===== src/rtl/uart_pkg.sv =====
// rtl/uart_pkg.sv - shared UART types, oversampling constant and divisor helper
package uart_pkg;

    typedef enum logic [2:0] {
        ST_IDLE,
        ST_START,
        ST_DATA,
        ST_STOP,
        ST_BREAK
    } rx_state_t;

    localparam int OVS = 16;

    function automatic int rx_div(input int sys_clk, input int rate);
        return sys_clk / (rate * OVS);
    endfunction

endpackage


===== src/rtl/uart_baud_tick.sv =====
// rtl/uart_baud_tick.sv - free-running divider emitting a one-cycle enable every DIV clocks
module uart_baud_tick #(
    parameter int DIV = 91
) (
    input  logic clk,
    input  logic reset,
    output logic tick
);

    localparam int CW = (DIV > 1) ? $clog2(DIV) : 1;

    logic [CW-1:0] cnt;

    always_ff @(posedge clk or negedge reset) begin
        if (!reset) begin
            cnt  <= '0;
            tick <= 1'b0;
        end else if (cnt == CW'(DIV - 1)) begin
            cnt  <= '0;
            tick <= 1'b1;
        end else begin
            cnt  <= cnt + CW'(1);
            tick <= 1'b0;
        end
    end

endmodule


===== src/rtl/uart_rx.sv =====
// rtl/uart_rx.sv - 16x oversampling 8N1 receiver with held byte, valid/read handshake and error flags
module uart_rx
    import uart_pkg::*;
#(
    parameter int SYS_CLK = 14000000,
    parameter int RATE    = 9600
) (
    input  logic       clk,
    input  logic       reset,
    input  logic       rxd,
    input  logic       rd,
    output logic [7:0] dout,
    output logic       valid,
    output logic       frame_err,
    output logic       overrun
);

    localparam int DIV = rx_div(SYS_CLK, RATE);

    logic       rx_meta;
    logic       rxs;
    logic       tick;
    rx_state_t  state;
    logic [3:0] scnt;
    logic [2:0] bcnt;
    logic [7:0] shreg;
    logic       stop_ok;
    logic       load;

    uart_baud_tick #(.DIV(DIV)) u_tick (
        .clk   (clk),
        .reset (reset),
        .tick  (tick)
    );

    always_ff @(posedge clk or negedge reset) begin
        if (!reset) begin
            rx_meta <= 1'b1;
            rxs     <= 1'b1;
        end else begin
            rx_meta <= rxd;
            rxs     <= rx_meta;
        end
    end

    // A good stop bit is accepted into dout only if the old byte is gone or being read now.
    always_comb begin
        stop_ok = 1'b0;
        if (tick && state == ST_STOP && scnt == 4'd15 && rxs)
            stop_ok = 1'b1;
        load = stop_ok && (!valid || rd);
    end

    always_ff @(posedge clk or negedge reset) begin
        if (!reset) begin
            state     <= ST_IDLE;
            scnt      <= 4'd0;
            bcnt      <= 3'd0;
            shreg     <= 8'h00;
            dout      <= 8'h00;
            valid     <= 1'b0;
            frame_err <= 1'b0;
            overrun   <= 1'b0;
        end else begin
            frame_err <= 1'b0;

            if (load) begin
                dout  <= shreg;
                valid <= 1'b1;
                if (rd)
                    overrun <= 1'b0;
            end else if (stop_ok) begin
                overrun <= 1'b1;
            end else if (rd && valid) begin
                valid   <= 1'b0;
                overrun <= 1'b0;
            end

            if (tick) begin
                case (state)
                    ST_IDLE: begin
                        scnt <= 4'd0;
                        if (!rxs)
                            state <= ST_START;
                    end
                    ST_START: begin
                        if (scnt == 4'd7) begin
                            scnt <= 4'd0;
                            bcnt <= 3'd0;
                            state <= rxs ? ST_IDLE : ST_DATA;
                        end else begin
                            scnt <= scnt + 4'd1;
                        end
                    end
                    ST_DATA: begin
                        scnt <= scnt + 4'd1;
                        if (scnt == 4'd15) begin
                            shreg <= {rxs, shreg[7:1]};
                            bcnt  <= bcnt + 3'd1;
                            if (bcnt == 3'd7)
                                state <= ST_STOP;
                        end
                    end
                    ST_STOP: begin
                        scnt <= scnt + 4'd1;
                        if (scnt == 4'd15) begin
                            if (rxs) begin
                                state <= ST_IDLE;
                            end else begin
                                frame_err <= 1'b1;
                                state     <= ST_BREAK;
                            end
                        end
                    end
                    ST_BREAK: begin
                        scnt <= 4'd0;
                        if (rxs)
                            state <= ST_IDLE;
                    end
                    default: begin
                        state <= ST_IDLE;
                        scnt  <= 4'd0;
                    end
                endcase
            end
        end
    end

endmodule


===== config.mk =====
export PLATFORM = sky130hd
export DESIGN_NAME = uart_rx
export DESIGN_NICKNAME = d
export VERILOG_FILES = /design/src/rtl/uart_pkg.sv /design/src/rtl/uart_baud_tick.sv /design/src/rtl/uart_rx.sv
export SDC_FILE = /design/constraint.sdc
export NUM_CORES = 1
export LEC_CHECK = 0
export ABC_CLOCK_PERIOD_IN_PS = 2600
export CORE_UTILIZATION = 50
export DETAILED_ROUTE_END_ITERATION = 16
export PLACE_DENSITY = 0.7
export SETUP_SLACK_MARGIN = 0.4
export SLEW_MARGIN = 20
export SYNTH_ARGS = -nofsm -noshare
export SYNTH_HDL_FRONTEND = slang
export SYNTH_SLANG_ARGS = --single-unit

===== constraint.sdc =====
create_clock -name clk -period 2.6 [get_ports clk]
set_clock_uncertainty 0.1 [all_clocks]
set_input_delay 0.26 -clock clk [delete_from_list [all_inputs] [get_ports clk]]
set_output_delay 0.26 -clock clk [all_outputs]
set_load 0.05 [all_outputs]

==> flow_summary.json <==
{
  "die_w_um": 62.3,
  "portBuffers": 14,
  "yosysTopAreaCellShare_pct": 51.0,
  "synth.distinct_cells": 43,
  "wire_per_inst_um": 13.5,
  "yosys-top-cells-area": "dfrtp_1 51%, mux2_2 6.8%, mux2_4 6.6%",
  "io_pins": 15,
  "grt_pass1_wl_mm": 5.08,
  "peakVddDrop_uv": 333,
  "synth_area_leader_cell": "dfrtp_1",
  "r2r-start": "state[1]",
  "initial_core_util_pct": 53.2,
  "p_leak_nw": 0.962,
  "cts_made_buffers": 5,
  "maxCapViolCount": 0,
  "ys.warnings.count": 0,
  "htreeDepth": 2,
  "final-setup-viol-count": 0,
  "globalplace.congestion": 0.813,
  "worst_pin_slew_ns": 0.819,
  "via_per_inst": 5.46,
  "drt_iter0_markers": 53,
  "avgSynthCellArea_sq_um": 12.4,
  "min_period_ns": 2.10,
  "netlist_area_sq_um": 1820,
  "cp_data_required_time_ns": 2.72,
  "routed-via-count": 1142,
  "max_freq_mhz": 475,
  "reg2reg_slack_ns": 0.50,
  "worstRegToRegCells": 3,
  "path_clk_slew_ns": 0.11,
  "finalMaxSlewViolations": 0,
  "finalPower_mw": 1.03,
  "layout.nets": 171,
  "cts_root_buf": "clkbuf_4",
  "hold_class": "in -> reg",
  "min_to": "rx_meta",
  "antenna_left": 0,
  "dpl.hpwl_mm": 1.93,
  "start_kind": "flop",
  "netlist_instances": 146,
  "ys_ff_latch": 39,
  "rsz0062_at_grt": "false",
  "synth_nets": 155,
  "area.growth.synth_to_final_pct": 14.0,
  "drc": 0,
  "clockBufferDepth": 2,
  "status": "finished, final reports clean",
  "final_util_pct": 60.6,
  "routed_wl_mm": 2.83,
  "hold_depth": 1,
  "ys_seq_area_share_pct": 53.9,
  "path_max_fanout": 15,
  "holdWs_ns": 0.230,
  "arrival_ns": 2.22,
  "row_count": 21,
  "r2r_end": "bcnt[2]",
  "tritoncts": "built",
  "layout-drive-gt1-share_pct": 23.3,
  "clk_latency_ns": 0.34,
  "cts_setup_buffers": 0,
  "clock_sinks": 39,
  "final.setup.tns_ns": 0,
  "period_share_pct": 80.9,
  "dieArea_sq_um": 3880,
  "hold_violations": 0,
  "endpoint_kind": "flop",
  "drt-pass1-iter-count": 4,
  "core-area_sq_um": 3420,
  "worstSetupPathType": "reg -> reg",
  "die_y_um": 62.3,
  "startpoint": "state[1]",
  "antenna_cells": 0,
  "grt_use_total_pct": 16.6,
  "grt_start_max_net_pins": 40,
  "min_from": "rxd",
  "antenna_found_initial": 0,
  "max_slew_margin_pct": 45.4,
  "first_global_vias": 1126,
  "grt_overflow": 0,
  "pwr_density_cell_nw_per_um2": 497
}
==> power by group <==
| part | internal (mW) | leakage, nW | switching [mW] |
|---|---|---|---|
| logic | 0.00436 | 0.398 | 0.0114 |
| registers | 0.609 | 0.518 | 0.00138 |
| clock network | 0.202 | 0.0452 | 0.199 |
| total | 0.816 | 0.962 | 0.212 |
==> area by class of cell <==
| class | instances | area [sq um] |
|---|---|---|
| fillers | 263 | 1350 |
| flip-flops and latches | 39 | 978 |
| multi-input cells | 92 | 766 |
| repair buffers | 17 | 160 |
| well taps | 46 | 57.6 |
| clock inverters | 3 | 43.8 |
| clock buffers | 5 | 37.5 |
| inverters | 7 | 26.3 |
==> worst max-delay path: stages (launching register included) <==
cell	delay (ns)
dfrtp_1	0.55
or3b_2	0.52
a211oi_1	0.44
mux2_2	0.39
==> cells in the mapped netlist (all sizes together) <==
| cell type | instances |
|---|---|
| o221ai | 1 |
| buf | 6 |
| dfstp | 2 |
| ha | 5 |
| a311oi | 1 |
| mux2 | 19 |
| nor2 | 11 |
| clkbuf | 2 |
| a311o | 1 |
| or2 | 1 |
| o32ai | 1 |
| a211oi | 1 |
| a2111oi | 1 |
| nor3b | 2 |
| nand3b | 1 |
| o31ai | 1 |
| mux2i | 3 |
| nand4 | 3 |
| o21ai | 2 |
| dfrtp | 37 |
| a22o | 1 |
| nor2b | 2 |
| nand4b | 2 |
| a21oi | 1 |
| inv | 7 |
| a41oi | 1 |
| nand2 | 8 |
| xor2 | 3 |
| or4b | 1 |
| a221o | 1 |
| o22ai | 2 |
| xnor2 | 2 |
| nor3 | 2 |
| nand2b | 3 |
| and3 | 2 |
| nand3 | 4 |
| or3b | 2 |
| o22a | 1 |
==> metrics by stage <==
stage / cell area (sq um) / setup WS, ns / std cells
3_5_place_dp: 1970 / 0.327 / 200
3_3_place_gp: 1970 / 0.389 / 200
4_1_cts: 2070 / 0.498 / 209
5_1_grt: 2070 / 0.404 / 209
2_1_floorplan: 1820 / 0.690 / 146
6_report: 2070 / 0.495 / 209
==> kinds of logic after synthesis <==
kind of cell | Yosys count | share of synthesized area [%]
AND/OR/NAND/NOR | 44 | 14.2
flip-flops | 39 | 53.9
multiplexers | 22 | 15.1
AO/OA/AOI/OAI | 16 | 6.82
buffers and inverters | 15 | 4.13
XOR/XNOR | 5 | 2.41
adder cells (fa/ha/maj) | 5 | 3.45
==> placed cells by master (no fill, tap or decap), types with 2 or more instances in the layout <==
master | netlist | final
nand3_1 | 4 | 4
nand4b_1 | 2 | 2
xnor2_1 | 2 | 2
inv_1 | 7 | 7
clkdlybuf4s50_1 | 0 | 13
o21ai_0 | 2 | 2
nor2b_1 | 2 | 2
xor2_1 | 3 | 3
dfstp_2 | 2 | 2
mux2_2 | 11 | 11
or3b_2 | 2 | 2
dfrtp_1 | 37 | 37
clkbuf_4 | 0 | 5
nor2_1 | 11 | 11
ha_1 | 5 | 5
nand4_1 | 2 | 2
buf_4 | 2 | 2
nor3_1 | 2 | 2
o22ai_1 | 2 | 2
nand2b_1 | 3 | 3
mux2i_1 | 3 | 3
mux2_4 | 8 | 8
nand2_1 | 8 | 8
and3_1 | 2 | 2
==> per-layer routing <==
metal	GRT usage, %	share of wire (%)	vias to the layer above
li1	-	-	550
met1	20.0	46	560
met2	28.6	49	26
met3	4.96	3.4	6
met4	5.23	1.7	0
met5	0	0	-
==> sequential cells by signal (all words and copies together) (netlist names) <==
| register | flops |
|---|---|
| valid | 1 |
| rxs | 1 |
| frame_err | 1 |
| overrun | 1 |
| shreg | 8 |
| rx_meta | 1 |
| state | 3 |
| scnt | 4 |
| u_tick.tick | 1 |
| dout | 8 |
| u_tick.cnt | 7 |
| bcnt | 3 |
==> worst max path at each step <==
stage	to	slack, ns	cells after the start
floorplan	shreg[0]	0.69	6
global placement	shreg[5]	0.39	4
detailed placement	shreg[0]	0.33	4
CTS	shreg[0]	0.50	4
global route	shreg[0]	0.40	4
finish	bcnt[2]	0.50	3
==> repair_timing <==
item,4_1_cts,5_1_grt
gates resized for setup,1,0
endpoints found under the setup margin,8,0
hold buffers,1,0
hold endpoints to repair,37,0
No activity file was read; power rests on OpenSTA's default activity.
